### config.mk
export PLATFORM = sky130hd
export DESIGN_NAME = id_ex_stage_reg
export DESIGN_NICKNAME = d
export VERILOG_FILES = /design/src/rtl/id_ex_stage_reg.sv
export SDC_FILE = /design/constraint.sdc
export NUM_CORES = 1
export LEC_CHECK = 0
export ABC_AREA = 1
export BUFFER_PORTS_ARGS = -buffer_cell sky130_fd_sc_hd__buf_2
export CORE_MARGIN = 2
export CORE_UTILIZATION = 30
export CTS_CLUSTER_SIZE = 30
export DETAILED_ROUTE_END_ITERATION = 10
export SYNTH_ARGS = -nofsm -noshare
export SYNTH_HDL_FRONTEND = slang
export SYNTH_SLANG_ARGS = --single-unit
### constraint.sdc
create_clock -name clk -period 1.6 [get_ports clk]
set_clock_uncertainty 0.15 [all_clocks]
set_input_delay 0.16 -clock clk [delete_from_list [all_inputs] [get_ports clk]]
set_output_delay 0.16 -clock clk [all_outputs]
set_load 0.03 [all_outputs]
### src/rtl/id_ex_stage_reg.sv
// ID/EX pipeline register with load-use hazard detection; 1-cycle ID->EX latency.
// Backpressure: a load-use stall holds PC and IF/ID for one cycle and injects one bubble; flush overrides the stall.
module id_ex_stage_reg #(
  parameter int XLEN  = 32,
  parameter int CNT_W = 16
) (
  input  logic             clk,
  input  logic             rst,
  input  logic             flush,
  input  logic             id_valid,
  input  logic [XLEN-1:0]  id_pc,
  input  logic [XLEN-1:0]  id_rs1_data,
  input  logic [XLEN-1:0]  id_rs2_data,
  input  logic [XLEN-1:0]  id_imm,
  input  logic [4:0]       id_rs1,
  input  logic [4:0]       id_rs2,
  input  logic [4:0]       id_rd,
  input  logic             id_uses_rs1,
  input  logic             id_uses_rs2,
  input  logic             id_RegWrite,
  input  logic             id_MemRead,
  input  logic             id_MemWrite,
  input  logic             id_MemToReg,
  input  logic             id_ALUSrc,
  input  logic             id_Branch,
  input  logic [3:0]       id_ALUOp,
  output logic             ID_EX_valid,
  output logic [XLEN-1:0]  ID_EX_pc,
  output logic [XLEN-1:0]  ID_EX_rs1_data,
  output logic [XLEN-1:0]  ID_EX_rs2_data,
  output logic [XLEN-1:0]  ID_EX_imm,
  output logic [4:0]       ID_EX_rs1,
  output logic [4:0]       ID_EX_rs2,
  output logic [4:0]       ID_EX_rd,
  output logic             ID_EX_RegWrite,
  output logic             ID_EX_MemRead,
  output logic             ID_EX_MemWrite,
  output logic             ID_EX_MemToReg,
  output logic             ID_EX_ALUSrc,
  output logic             ID_EX_Branch,
  output logic [3:0]       ID_EX_ALUOp,
  output logic             PCWrite,
  output logic             IF_ID_Write,
  output logic [CNT_W-1:0] stall_count
);

  logic rs1_hit;
  logic rs2_hit;
  logic load_use;
  logic stall;
  logic bubble;

  // Only the instruction directly behind a load is checked; older producers are forwarded.
  assign rs1_hit  = id_uses_rs1 & (id_rs1 == ID_EX_rd);
  assign rs2_hit  = id_uses_rs2 & (id_rs2 == ID_EX_rd);
  assign load_use = ID_EX_valid & ID_EX_MemRead & (ID_EX_rd != 5'd0) & id_valid
                    & (rs1_hit | rs2_hit);
  assign stall    = load_use & ~flush;
  assign bubble   = flush | stall;

  // Before the first reset edge the registers are unknown, so reset forces the holds open.
  assign PCWrite     = rst | ~stall;
  assign IF_ID_Write = rst | ~stall;

  always_ff @(posedge clk) begin
    if (rst || bubble) begin
      ID_EX_valid    <= 1'b0;
      ID_EX_pc       <= '0;
      ID_EX_rs1_data <= '0;
      ID_EX_rs2_data <= '0;
      ID_EX_imm      <= '0;
      ID_EX_rs1      <= 5'd0;
      ID_EX_rs2      <= 5'd0;
      ID_EX_rd       <= 5'd0;
      ID_EX_RegWrite <= 1'b0;
      ID_EX_MemRead  <= 1'b0;
      ID_EX_MemWrite <= 1'b0;
      ID_EX_MemToReg <= 1'b0;
      ID_EX_ALUSrc   <= 1'b0;
      ID_EX_Branch   <= 1'b0;
      ID_EX_ALUOp    <= 4'd0;
    end else begin
      ID_EX_valid    <= id_valid;
      ID_EX_pc       <= id_pc;
      ID_EX_rs1_data <= id_rs1_data;
      ID_EX_rs2_data <= id_rs2_data;
      ID_EX_imm      <= id_imm;
      ID_EX_rs1      <= id_rs1;
      ID_EX_rs2      <= id_rs2;
      ID_EX_rd       <= id_rd;
      // An invalid slot carries its fields but must never write state.
      ID_EX_RegWrite <= id_valid & id_RegWrite;
      ID_EX_MemRead  <= id_valid & id_MemRead;
      ID_EX_MemWrite <= id_valid & id_MemWrite;
      ID_EX_MemToReg <= id_valid & id_MemToReg;
      ID_EX_ALUSrc   <= id_valid & id_ALUSrc;
      ID_EX_Branch   <= id_valid & id_Branch;
      ID_EX_ALUOp    <= id_valid ? id_ALUOp : 4'd0;
    end
  end

  always_ff @(posedge clk) begin
    if (rst) begin
      stall_count <= '0;
    end else if (stall && (stall_count != {CNT_W{1'b1}})) begin
      stall_count <= stall_count + 1'b1;
    end
  end

endmodule
==> results of run 1 <==
[through the flow]
| step | std cells | cell area (um^2) | total power, W | worst slack (ns) |
|---|---|---|---|---|
| global placement | 1228 | 7620 | 0.00548 | -0.0415 |
| detailed placement | 1228 | 7620 | 0.00549 | -0.0560 |
| global route | 1437 | 10100 | 0.0104 | -0.483 |
| CTS | 1431 | 10100 | 0.0101 | -0.366 |
| floorplan | 661 | 5530 | 0.00506 | -0.151 |
| finish | 1437 | 10100 | 0.0100 | -0.400 |
[report_power, final]
group          internal, W  total (W)  switching (W)
registers          0.00437    0.00441      0.0000446
clock network      0.00231    0.00422        0.00190
logic             0.000660    0.00137       0.000710
[logic make-up after synthesis]
kind of cell / after synthesis / synth area share, %
compound gates: 14 / 1.34
fa+ha+maj: 1 / 0.231
buf+inv: 186 / 14.4
flops: 170 / 62.8
simple gates: 290 / 21.3
[what timing repair did]
action	in CTS	in global routing
buffers inserted	6	5
hold buffers	160	0
setup endpoints to repair	33	172
resized for setup	14	9
cloned	5	2
hold endpoints to repair	154	0
pin swaps	6	4
[final timing paths]
kind,end,slack [ns]
worst max-delay path,PCWrite,-0.40
worst min-delay path,stall_count[6],0.16
worst max register to register,ID_EX_ALUOp[3],-0.27
worst min register to register,stall_count[2],0.37
[area by class of cell]
| cell class | instances | area, um^2 | share of cell area [%] |
|---|---|---|---|
| clock buffers | 19 | 453 | 4.46 |
| clock inverters | 13 | 151 | 1.49 |
| inverters | 164 | 621 | 6.12 |
| multi-input cells | 305 | 1340 | 13.2 |
| well taps | 229 | 287 | 2.82 |
| flip-flops and latches | 170 | 3450 | 34.0 |
| repair buffers | 537 | 3850 | 37.9 |
[metal layers]
layer | global-route usage, % | part of all wire [%]
met5 | 0 | 0
met4 | 6.71 | 1.6
met3 | 6.48 | 7.8
met2 | 34.8 | 52
met1 | 20.0 | 39
[worst max-delay path: cells and delay by family (launching register included)]
| kind | cells | cell delay, ns |
|---|---|---|
| AND/OR/NAND/NOR | 6 | 0.57 |
| flip-flops | 1 | 0.36 |
| buffers and inverters | 3 | 0.34 |
[cells in the mapped netlist (2+ instances only)]
master                      n
sky130_fd_sc_hd__nand2_2    2
sky130_fd_sc_hd__nor3b_1    4
sky130_fd_sc_hd__buf_4      5
sky130_fd_sc_hd__nand2_1   69
sky130_fd_sc_hd__nor2_1   188
sky130_fd_sc_hd__buf_6      7
sky130_fd_sc_hd__dfxtp_1  170
sky130_fd_sc_hd__nand4_1    3
sky130_fd_sc_hd__inv_2      2
sky130_fd_sc_hd__buf_2      9
sky130_fd_sc_hd__a21oi_1   12
sky130_fd_sc_hd__nand3_1   22
sky130_fd_sc_hd__inv_1    161
[flip-flops by register name, indices dropped and copies added, names as in the netlist, 4 cells and up]
name and cells:
ID_EX_imm 32, ID_EX_pc 32, ID_EX_rs1_data 32, ID_EX_rs2_data 32, stall_count 16, ID_EX_rd 5, ID_EX_rs1 5, ID_EX_rs2 5
ID_EX_ALUOp 4
==> metrics list, run 1 <==
* Worst reg-to-reg path cell count: 12
- In the final routed layout, each cell accounts on average for roughly 13 um.
* Clock transition at the registers of the reported paths: 0.07 ns
- Post-route DRC violation count: 0
* Mapped cell area: 0.00542 mm^2
- In the layout the commonest cells are sky130_fd_sc_hd__buf_2, sky130_fd_sc_hd__nor2_1, sky130_fd_sc_hd__dlygate4sd3_1.
- For this run, the register share of the synthesized area comes to around 63%.
- Counting instances, the worst hold path has a depth of 8.
* Violated checks: setup timing
- Final min period: ~2 ns
- Number of nets still failing antenna checks after routing: 0
- After the first detailed-routing iteration, the DRC count stood at 190.
- Final-report setup violation count: between 150 and 200
- Total I/O pin count: 331
* Ys async rst share: 0%
* Maximum capacitance violations: 0
* Diodes inserted: 0
* Placed wire-length estimate after detailed placement: 11400 um
* Hold_sp: flush
- Flip-flop cell with the highest count after synthesis: sky130_fd_sc_hd__dfxtp_1
- At the later pin of the worst-skew pair, clock insertion delay measures between 0.4 and 0.5 ns.
- Share of layout cells above drive strength 1: between 30% and 40%
- In this run the clock root is driven by a sky130_fd_sc_hd__clkbuf_16.
- For the final routed database, the setup TNS stands at -29.53 ns.
- CTS tree: yes
- Required time worst endpoint: approximately 1.3 ns
* Kind of path behind the tightest hold check: in2reg
* Average cell area after synthesis: 8.20 um^2
- Ordered cell list for the critical path: inv_2, nand2_1, nand2_1, nor2_1, nand3_1, nand2_2, buf_6, nand4_1, buf_6
- Global-route usage over all layers: between 10% and 20%
- Synthesized instance count: between 600 and 700
- Final Wtd Congestion: roughly 0.83
- The count of buffers added on input and output ports is 330.
* Final wirelength: approximately 19000 um
* Area inside the core boundary: 0.0178 mm^2
- The final count of hold timing violations came to 0.
- Leading cell type in the layout, fill and taps excluded: sky130_fd_sc_hd__buf_2
* Count of vias placed by the detailed router: roughly 5800
* Worst-Margin Slew: 0.321 ns
- The worst setup path is launched from a register.
* Largest voltage drop on the vdd net: roughly 0.0007 V
- Source of the worst register-to-register timing path: ID_EX_rd[3]
- Fill cell count: between 1500 and 2000
- Count of cell types in the netlist: 20
- Worst slew margin relative to its limit: about four fifths
- Outcome: finished with violations
- For this run, the detailed router's first-pass iteration total came to 4.
- Number of slew-limit violations in the final report: 0
* Endpoint kind of the worst setup timing path: primary output
- Type of the worst setup path: reg2out
* Yosys reg bits: 170
* Antenna violations before repair: 0
- The biggest area contributor in the post-synthesis netlist is sky130_fd_sc_hd__dfxtp_1.
* Die footprint: 0.0192 mm^2
- Number of global-route vias before repair: between 5000 and 6000
- Setup repair after global routing could not meet its margin everywhere.
* Global-route wire length before repair: around 29000 um
- Maximum net fanout on the critical path: 4
- Once the floorplan was initialized, standard cells occupied 30.4% of the core.
- By area the synthesized netlist is led by sky130_fd_sc_hd__dfxtp_1, sky130_fd_sc_hd__nor2_1, sky130_fd_sc_hd__inv_1.
- Arrival @ worst endpoint: about 1.7 ns
* Area Growth Syn to Fin: 87.1%
* Maximum clock frequency: between 500 and 600 MHz
- Area share of the leading cell type in the synthesized netlist: between 60% and 70%
- Average via count per standard cell: 4.04
- Syn nets: just over 800
* Total of warnings raised by yosys: 0
- Part of the cycle the worst path needs: 125%
* Number of buffers inserted during clock tree synthesis: 17
- Clock net sink count: 170
- In this run the deepest clock path goes through 2 buffers.
- Die width: between 100 and 150 um
- GRT overflow: 0
- The slowest stage of the critical path belongs to the cell sky130_fd_sc_hd__dfxtp_4.
* Layout Nets: 1355
- Final core utilization: between 50% and 60%
* Worst hold slack after final layout: approximately 0.16 ns
- In this run the worst setup path begins at ID_EX_rd[3].
- Across all setup checks in the final design, the least slack found is -0.400 ns.
- In this run the power density over the cells is about 990 mW/mm^2.
- Summed over all cells, the static leakage comes to ~5.7 nW.
- In this run, synthesis inferred 0 flip-flops with an integrated enable.
- Entering global routing, the biggest net connects 41 pins.
- For this run, the slowest stage of the critical path takes roughly 0.36 ns.
* H-tree lvl count: 4
- The floorplan step set the die height to approximately 140 um.
- Row Count: 49
(Power assumes the default switching activity.)
==> inputs of run 2 (changes only) <==
--- a/config.mk
+++ b/config.mk
@@ -8,7 +8,7 @@
 export ABC_AREA = 1
 export BUFFER_PORTS_ARGS = -buffer_cell sky130_fd_sc_hd__buf_2
 export CORE_MARGIN = 2
-export CORE_UTILIZATION = 30
+export CORE_UTILIZATION = 25
 export CTS_CLUSTER_SIZE = 30
 export DETAILED_ROUTE_END_ITERATION = 10
 export SYNTH_ARGS = -nofsm -noshare
==> metrics list, run 2 (synthesis gave the netlist of run 1 again) <==
* Combinational share of power: roughly 14%
- The clock network is responsible for around two fifths of the overall power.
* Final wirelength: ~19000 um
- Area inside the core boundary: about 0.021 mm^2
- In this run the count of I/O pins placed on the die edge is 331.
* Final min period: approximately 1.9 ns
- The die covers around 0.023 mm^2.
- Antenna violations before repair: 0
- Ordered cell list for the critical path: nand3_2, o21bai_1, inv_1, buf_4, nand4_1, buf_6
* Launching element type of the critical path: register
* First-pass DRT Iterations: 4
- Net load switching power: between 0.002 and 0.003 W
- The critical path is of the reg2out type.
* Final total power: ~0.0099 W
- The post-route netlist has between 30 and 40% of its cells at a drive strength greater than 1.
- Required time worst endpoint: 1.29 ns
* Worst path slowest cell: sky130_fd_sc_hd__dfxtp_2
* Initial DRC Count: 144
- Leading cell type in the layout, fill and taps excluded: sky130_fd_sc_hd__buf_2
- The worst register-to-register path ends at ID_EX_rs2_data[11].
* Clock net sink count: 170
- Relative contribution of sequential cells to total power: ~44%
* Number of nets still failing antenna checks after routing: 0
- The first global-routing pass estimated just under 30000 um of wire.
* Sw Share: 27.5%
* Number of buffers inserted during clock tree synthesis: 17
- The number of cells on the worst reg-to-reg path is 11.
- Hold_sp: id_valid
- For this run, the top clock speed supported by timing is 517 MHz.
* Outcome: finished with violations
- Commonest cells after routing, fill and taps aside: sky130_fd_sc_hd__buf_2, sky130_fd_sc_hd__nor2_1, sky130_fd_sc_hd__dlygate4sd3_1
* Number of input and output port buffers inserted: 330
- Row Count: 53
- Before CTS, the worst setup slack after placement is -0.0627 ns.
* Endpoint of the worst hold path: ID_EX_ALUSrc
- Count of vias placed by the detailed router: about 5800
* Die width: ~150 um
- For this run, the total global-route usage over all layers was measured as ~16%.
- Area Growth Syn to Fin: 88.5%
- Setup violations remaining at the end of the flow were counted as ~170.
- The worst hold path belongs to the class in2reg.
* Source of the worst register-to-register timing path: ID_EX_rd[3]
- The cell sitting at the root of the clock tree is a sky130_fd_sc_hd__clkbuf_16.
- TritonCTS built the clock tree.
- Diodes inserted: 0
- Critical Path Max Stage Delay: 0.34 ns
- After clock tree synthesis, the clock-pin slew on the worst setup and hold paths is ~0.07 ns.
* Number of global-route vias before repair: about 6000
- Setup repair after global routing could not meet its margin everywhere.
- The tightest hold path in the finished design has a slack of 0.0747 ns.
- Layout Nets: 1350
* Starting Density: 25.6%
* Post-route DRC violation count: 0
- Maximum net fanout on the critical path: 3
- Worst slew margin relative to its limit: about four fifths
* Arrival @ worst endpoint: approximately 1.6 ns
- The wire-length estimate of the detail-placed layout is 12000 um.
- The final count of pins violating max slew came to 0.
* Leakage component of the power: roughly 5.7 nW
- Power density cells: approximately 970 mW/mm^2
* H-tree lvl count: 4
- Hold Violations, Final: 0
- Internal power contribution: between 0.007 and 0.008 W
- For the pin with the worst max-slew slack, the measured transition is 0.287 ns.
- Final core utilization: between 40% and 50%
* GRT overflow: 0
- The worst setup path is captured at a primary output.
* WL/cell: about 13 um
* Vertical die dimension: around 150 um
- Across the run, the number of max-cap violations was 0.
- Part of the cycle the worst path needs: 121%
* Final total negative setup slack: -28.62 ns
- Largest voltage drop on the vdd net: between 0.0006 and 0.0007 V
* Reg-to-reg slack, setup: -0.27 ns
- The checks that failed: setup timing.
* Hold Path Stages: 4
- Routability-driven placement finished with a final weighted congestion of approximately 0.84.
- In the post-route analysis, the smallest setup slack over all paths is -0.333 ns.
* Number of buffers between clock root and the deepest sink: 2
- Worst-skew pair later-pin latency: approximately 0.42 ns
- Pin count of the biggest net entering global routing: 30
- Average via count per standard cell: about 3.9
-- run 2: cell count changes in the layout (fill, tap and decap cells not counted), sizes merged --
| cell | previous run | this run |
|---|---|---|
| buf | 373 | 369 |
| bufbuf | 2 | 4 |
| clkbuf | 21 | 19 |
| clkinv | 3 | 5 |
| bufinv | 1 | 0 |
| clkinvlp | 1 | 0 |
| dlygate4sd3 | 160 | 159 |
-- run 2: what timing repair did --
action,CTS,global route
gates resized for setup,11,27
endpoints found under the setup margin,135,172
gates cloned,6,0
hold buffers,159,0
hold endpoints to repair,154,0
pin swaps,5,8
buffers inserted,5,2
-- run 2: worst max path at each step --
stage | from | endpoint | slack [ns] | depth (start not counted)
after floorplan | ID_EX_rd[2] | PCWrite | -0.15 | 8
after global placement | ID_EX_rd[3] | ID_EX_MemWrite | -0.04 | 10
after CTS | ID_EX_rd[4] | IF_ID_Write | -0.39 | 9
after global routing | ID_EX_rd[3] | IF_ID_Write | -0.47 | 9
after detailed placement | ID_EX_rd[4] | ID_EX_rs2_data[5] | -0.06 | 10
final | ID_EX_valid | IF_ID_Write | -0.33 | 6
-- run 2: layout make-up --
class                           instances  area (um^2)
Multi-Input combinational cell        305         1390
Tap cell                              275          344
Inverter                              164          621
Clock buffer                           19          453
Fill cell                            1900        10900
Timing Repair Buffer                  532         3820
Sequential cell                       170         3450
Clock inverter                         13          144
-- run 2: power groups by stage --
| stage | registers (W) | logic [W] | clock network [W] |
|---|---|---|---|
| global placement | 0.00450 | 0.000961 | 0 |
| floorplan | 0.00482 | 0.000245 | 0 |
| CTS | 0.00441 | 0.00133 | 0.00426 |
| finish | 0.00441 | 0.00137 | 0.00415 |
| detailed placement | 0.00450 | 0.000961 | 0 |
| global route | 0.00442 | 0.00147 | 0.00443 |
-- run 2: critical path, delay by kind of cell, from the launching register on --
family                 cells  cell delay, ns
and+or+nand+nor            2            0.27
AOI/OAI and AO/OA          1            0.16
DFF                        1            0.34
buffers and inverters      3            0.44
-- run 2: per-stage QoR --
stage / cells / instance area, um^2
6_report: 1478 / 10200
5_1_grt: 1478 / 10200
4_1_cts: 1476 / 10100
3_5_place_dp: 1274 / 7620
3_3_place_gp: 1274 / 7620
2_1_floorplan: 661 / 5530
-- run 2: routing by layer --
layer | wire (um) | vias up | track usage (%)
met2 | 9710 | 246 | 29.0
met3 | 1780 | 27 | 6.14
met5 | 0 | - | 0
met4 | 369 | 0 | 6.40
li1 | - | 2932 | -
met1 | 7390 | 2606 | 17.3
==> inputs of run 3 (changes only) <==
--- a/config.mk
+++ b/config.mk
@@ -7,10 +7,12 @@
 export LEC_CHECK = 0
 export ABC_AREA = 1
 export BUFFER_PORTS_ARGS = -buffer_cell sky130_fd_sc_hd__buf_2
+export CORE_ASPECT_RATIO = 1.1
 export CORE_MARGIN = 2
 export CORE_UTILIZATION = 25
 export CTS_CLUSTER_SIZE = 30
 export DETAILED_ROUTE_END_ITERATION = 10
+export PLACE_DENSITY = 0.62
 export SYNTH_ARGS = -nofsm -noshare
 export SYNTH_HDL_FRONTEND = slang
 export SYNTH_SLANG_ARGS = --single-unit
==> metrics list, run 3 (synthesis gave the netlist of run 1 again) <==
- Once layout is done, the placed cells without fillers occupy 0.0111 mm^2.
* Worst path slowest cell: sky130_fd_sc_hd__dfxtp_4
* Internal power contribution: about 0.0075 W
- In this run switching power makes up around a quarter of total power.
- Across every metal layer, demand over resource in global routing totals roughly 17%.
- Net load switching power: around 0.0027 W
* Number of buffers between clock root and the deepest sink: 2
- Most used cell along the critical path: sky130_fd_sc_hd__nand2_1
- Diodes inserted: 0
- CTS tree: yes
- Starting Density: around a quarter
- Portion of total power attributed to the clock network: between 40% and 50%
- Relative contribution of sequential cells to total power: a little over two fifths
- Data on the critical path arrives at its endpoint at 2.15 ns.
- From left edge to right edge, the die measures around 140 um.
- At the placement stage, the worst setup path has a slack of -0.0706 ns.
* Final wirelength: approximately 22000 um
* Area inside the core boundary: between 0.02 and 0.025 mm^2
- The congestion estimate from routability-driven global placement came to approximately 0.82.
- Reg-to-reg slack, setup: -0.39 ns
- Placed wire-length estimate after detailed placement: ~12000 um
- Pin count of the biggest net entering global routing: 40
- In this run the tool buffered the top-level ports with 330 buffer cells.
- For the finished layout, the period the worst path requires is ~2 ns.
* Worst-skew pair later-pin latency: around 0.42 ns
- Worst hold slack after final layout: roughly 0.045 ns
- Maximum clock frequency: 502 MHz
- Post-route DRC violation count: 0
- Setup slack on the critical path of the routed design comes to -0.393 ns.
- Dividing total power by cell area gives a power density of slightly above 900 mW/mm^2.
* Number of nets still failing antenna checks after routing: 0
- Violated checks: setup timing
- Counting the fill cells in the layout gives roughly 1900.
- Final core utilization: between 50% and 60%
- Area taken by multi-input logic gates: a little under 0.002 mm^2
* Die footprint: around 0.023 mm^2
- Area Growth Syn to Fin: 105%
- Layout Nets: around 1400
- Leakage component of the power: just under 6 nW
- Global routing finished with a remaining overflow of 0.
- Maximum capacitance violations: 0
* RSZ-0062 raised after global routing: yes
* Outcome: finished with violations
* Initial DRC Count: roughly 190
- Ordered cell list for the critical path: inv_2, nand2_1, nand2_1, nor2_1, nand3_1, nand2_2, buf_4, buf_6, nand2_4, buf_12, nor2_4, clkbuf_16, nand3_2, nand2_1, nor2_1
- In the layout the commonest cells are sky130_fd_sc_hd__buf_2, sky130_fd_sc_hd__inv_1, sky130_fd_sc_hd__dlygate4sd3_1.
* Antenna violations before repair: 0
- H-tree lvl count: 4
- Count of vias placed by the detailed router: slightly below 6000
* Placed cell areas: 0.00765 mm^2
- STA classifies the critical path startpoint as a register.
- Measured against its own limit, the worst slew margin works out to between 70% and 80%.
- Number of buffers inserted during clock tree synthesis: 17
* Type of the worst setup path: reg2reg
* Sequential cell area: 0.00345 mm^2
- The final count of hold timing violations is 0.
* Share of layout cells above drive strength 1: between 40 and 50%
- STA classifies the critical path endpoint as a register.
- Combinational share of power: between 15 and 20%
* First-pass DRT Iterations: 4
* WL/cell: around 14 um
* Number of global-route vias before repair: 6102
- Measured along the y axis, the die boundary spans roughly 160 um.
- Part of the cycle the worst path needs: 125%
- The tightest min-delay check is of the in2reg type.
- The worst-case IR drop observed on VDD is just over 0.0007 V.
* Leading cell type in the layout, fill and taps excluded: sky130_fd_sc_hd__buf_2
- For the worst setup path, the data required time is 1.76 ns.
* Final-report setup violation count: around 170
- Clock net sink count: 170
* Average via count per standard cell: about 4.0
- In this run the clock root is driven by a sky130_fd_sc_hd__clkbuf_16.
* Maximum net fanout on the critical path: 13
- Clock-pin slew was measured on the worst setup and hold paths at approximately 0.07 ns.
* Critical Path Max Stage Delay: between 0.3 and 0.4 ns
* Total I/O pin count: 331
- Global-route wire length before repair: roughly 29000 um
* Worst-Margin Slew: between 0.3 and 0.4 ns
* Number of slew-limit violations in the final report: 0
- In this run the core area contains 56 standard-cell rows.
-- run 3: cell types whose count changed in the layout (fill, tap and decap cells not counted), moves of 7 or more --
cell and delta:
sky130_fd_sc_hd__nor2_2 +13, sky130_fd_sc_hd__nand2_2 +7, sky130_fd_sc_hd__clkbuf_16 +8, sky130_fd_sc_hd__nor2_1 -76, sky130_fd_sc_hd__nor2_4 +63, sky130_fd_sc_hd__nand2_1 -7
-- run 3: path summary, 6_finish.rpt --
check,startpoint,to,cells after the start
min,id_valid,ID_EX_MemToReg,4
max,ID_EX_rd[4],stall_count[14],15
min reg2reg,stall_count[12],stall_count[12],2
max reg2reg,ID_EX_rd[4],stall_count[14],15
-- run 3: critical path, delay by kind of cell (launching register included) --
kind | cells | cell delay, ns
flops | 1 | 0.36
simple gates | 10 | 0.78
buf+inv | 5 | 0.58
-- run 3: cell type report --
type,count,area share [%]
multi-input cells,306,17.8
repair buffers,540,36.9
inverters,164,5.61
clock buffers,19,3.99
flip-flops and latches,170,31.0
well taps,290,3.27
clock inverters,13,1.37
-- run 3: power by group through the flow --
stage               Combinational (W)  Clock [W]  Sequential, W
floorplan                    0.000245          0        0.00482
global placement             0.000970          0        0.00450
CTS                           0.00143    0.00434        0.00441
global route                  0.00173    0.00452        0.00442
detailed placement           0.000977          0        0.00450
finish                        0.00163    0.00420        0.00441
-- run 3: repair_timing --
action                                  in CTS  in global routing
cloned                                      10                 10
endpoints found under the setup margin      69                171
endpoints found under the hold margin      154                  0
hold buffers                               154                  0
pin swaps                                    2                 13
buffers inserted                             8                  2
resized for setup                           55                155
-- run 3: metrics by stage --
step / setup TNS (ns) / total power, W / instances
floorplan: -0.882 / 0.00506 / 661
global placement: -0.0387 / 0.00547 / 1287
detailed placement: -0.771 / 0.00548 / 1287
CTS: -36.79 / 0.0102 / 1491
global route: -57.36 / 0.0107 / 1502
finish: -41.18 / 0.0102 / 1502
-- run 3: layer usage --
layer	vias up	share of wire, %	global-route usage, %
met1	2735	37	15.8
met5	-	0	0
li1	2953	-	-
met4	0	2.1	6.52
met2	229	54	32.0
met3	34	7.0	5.92
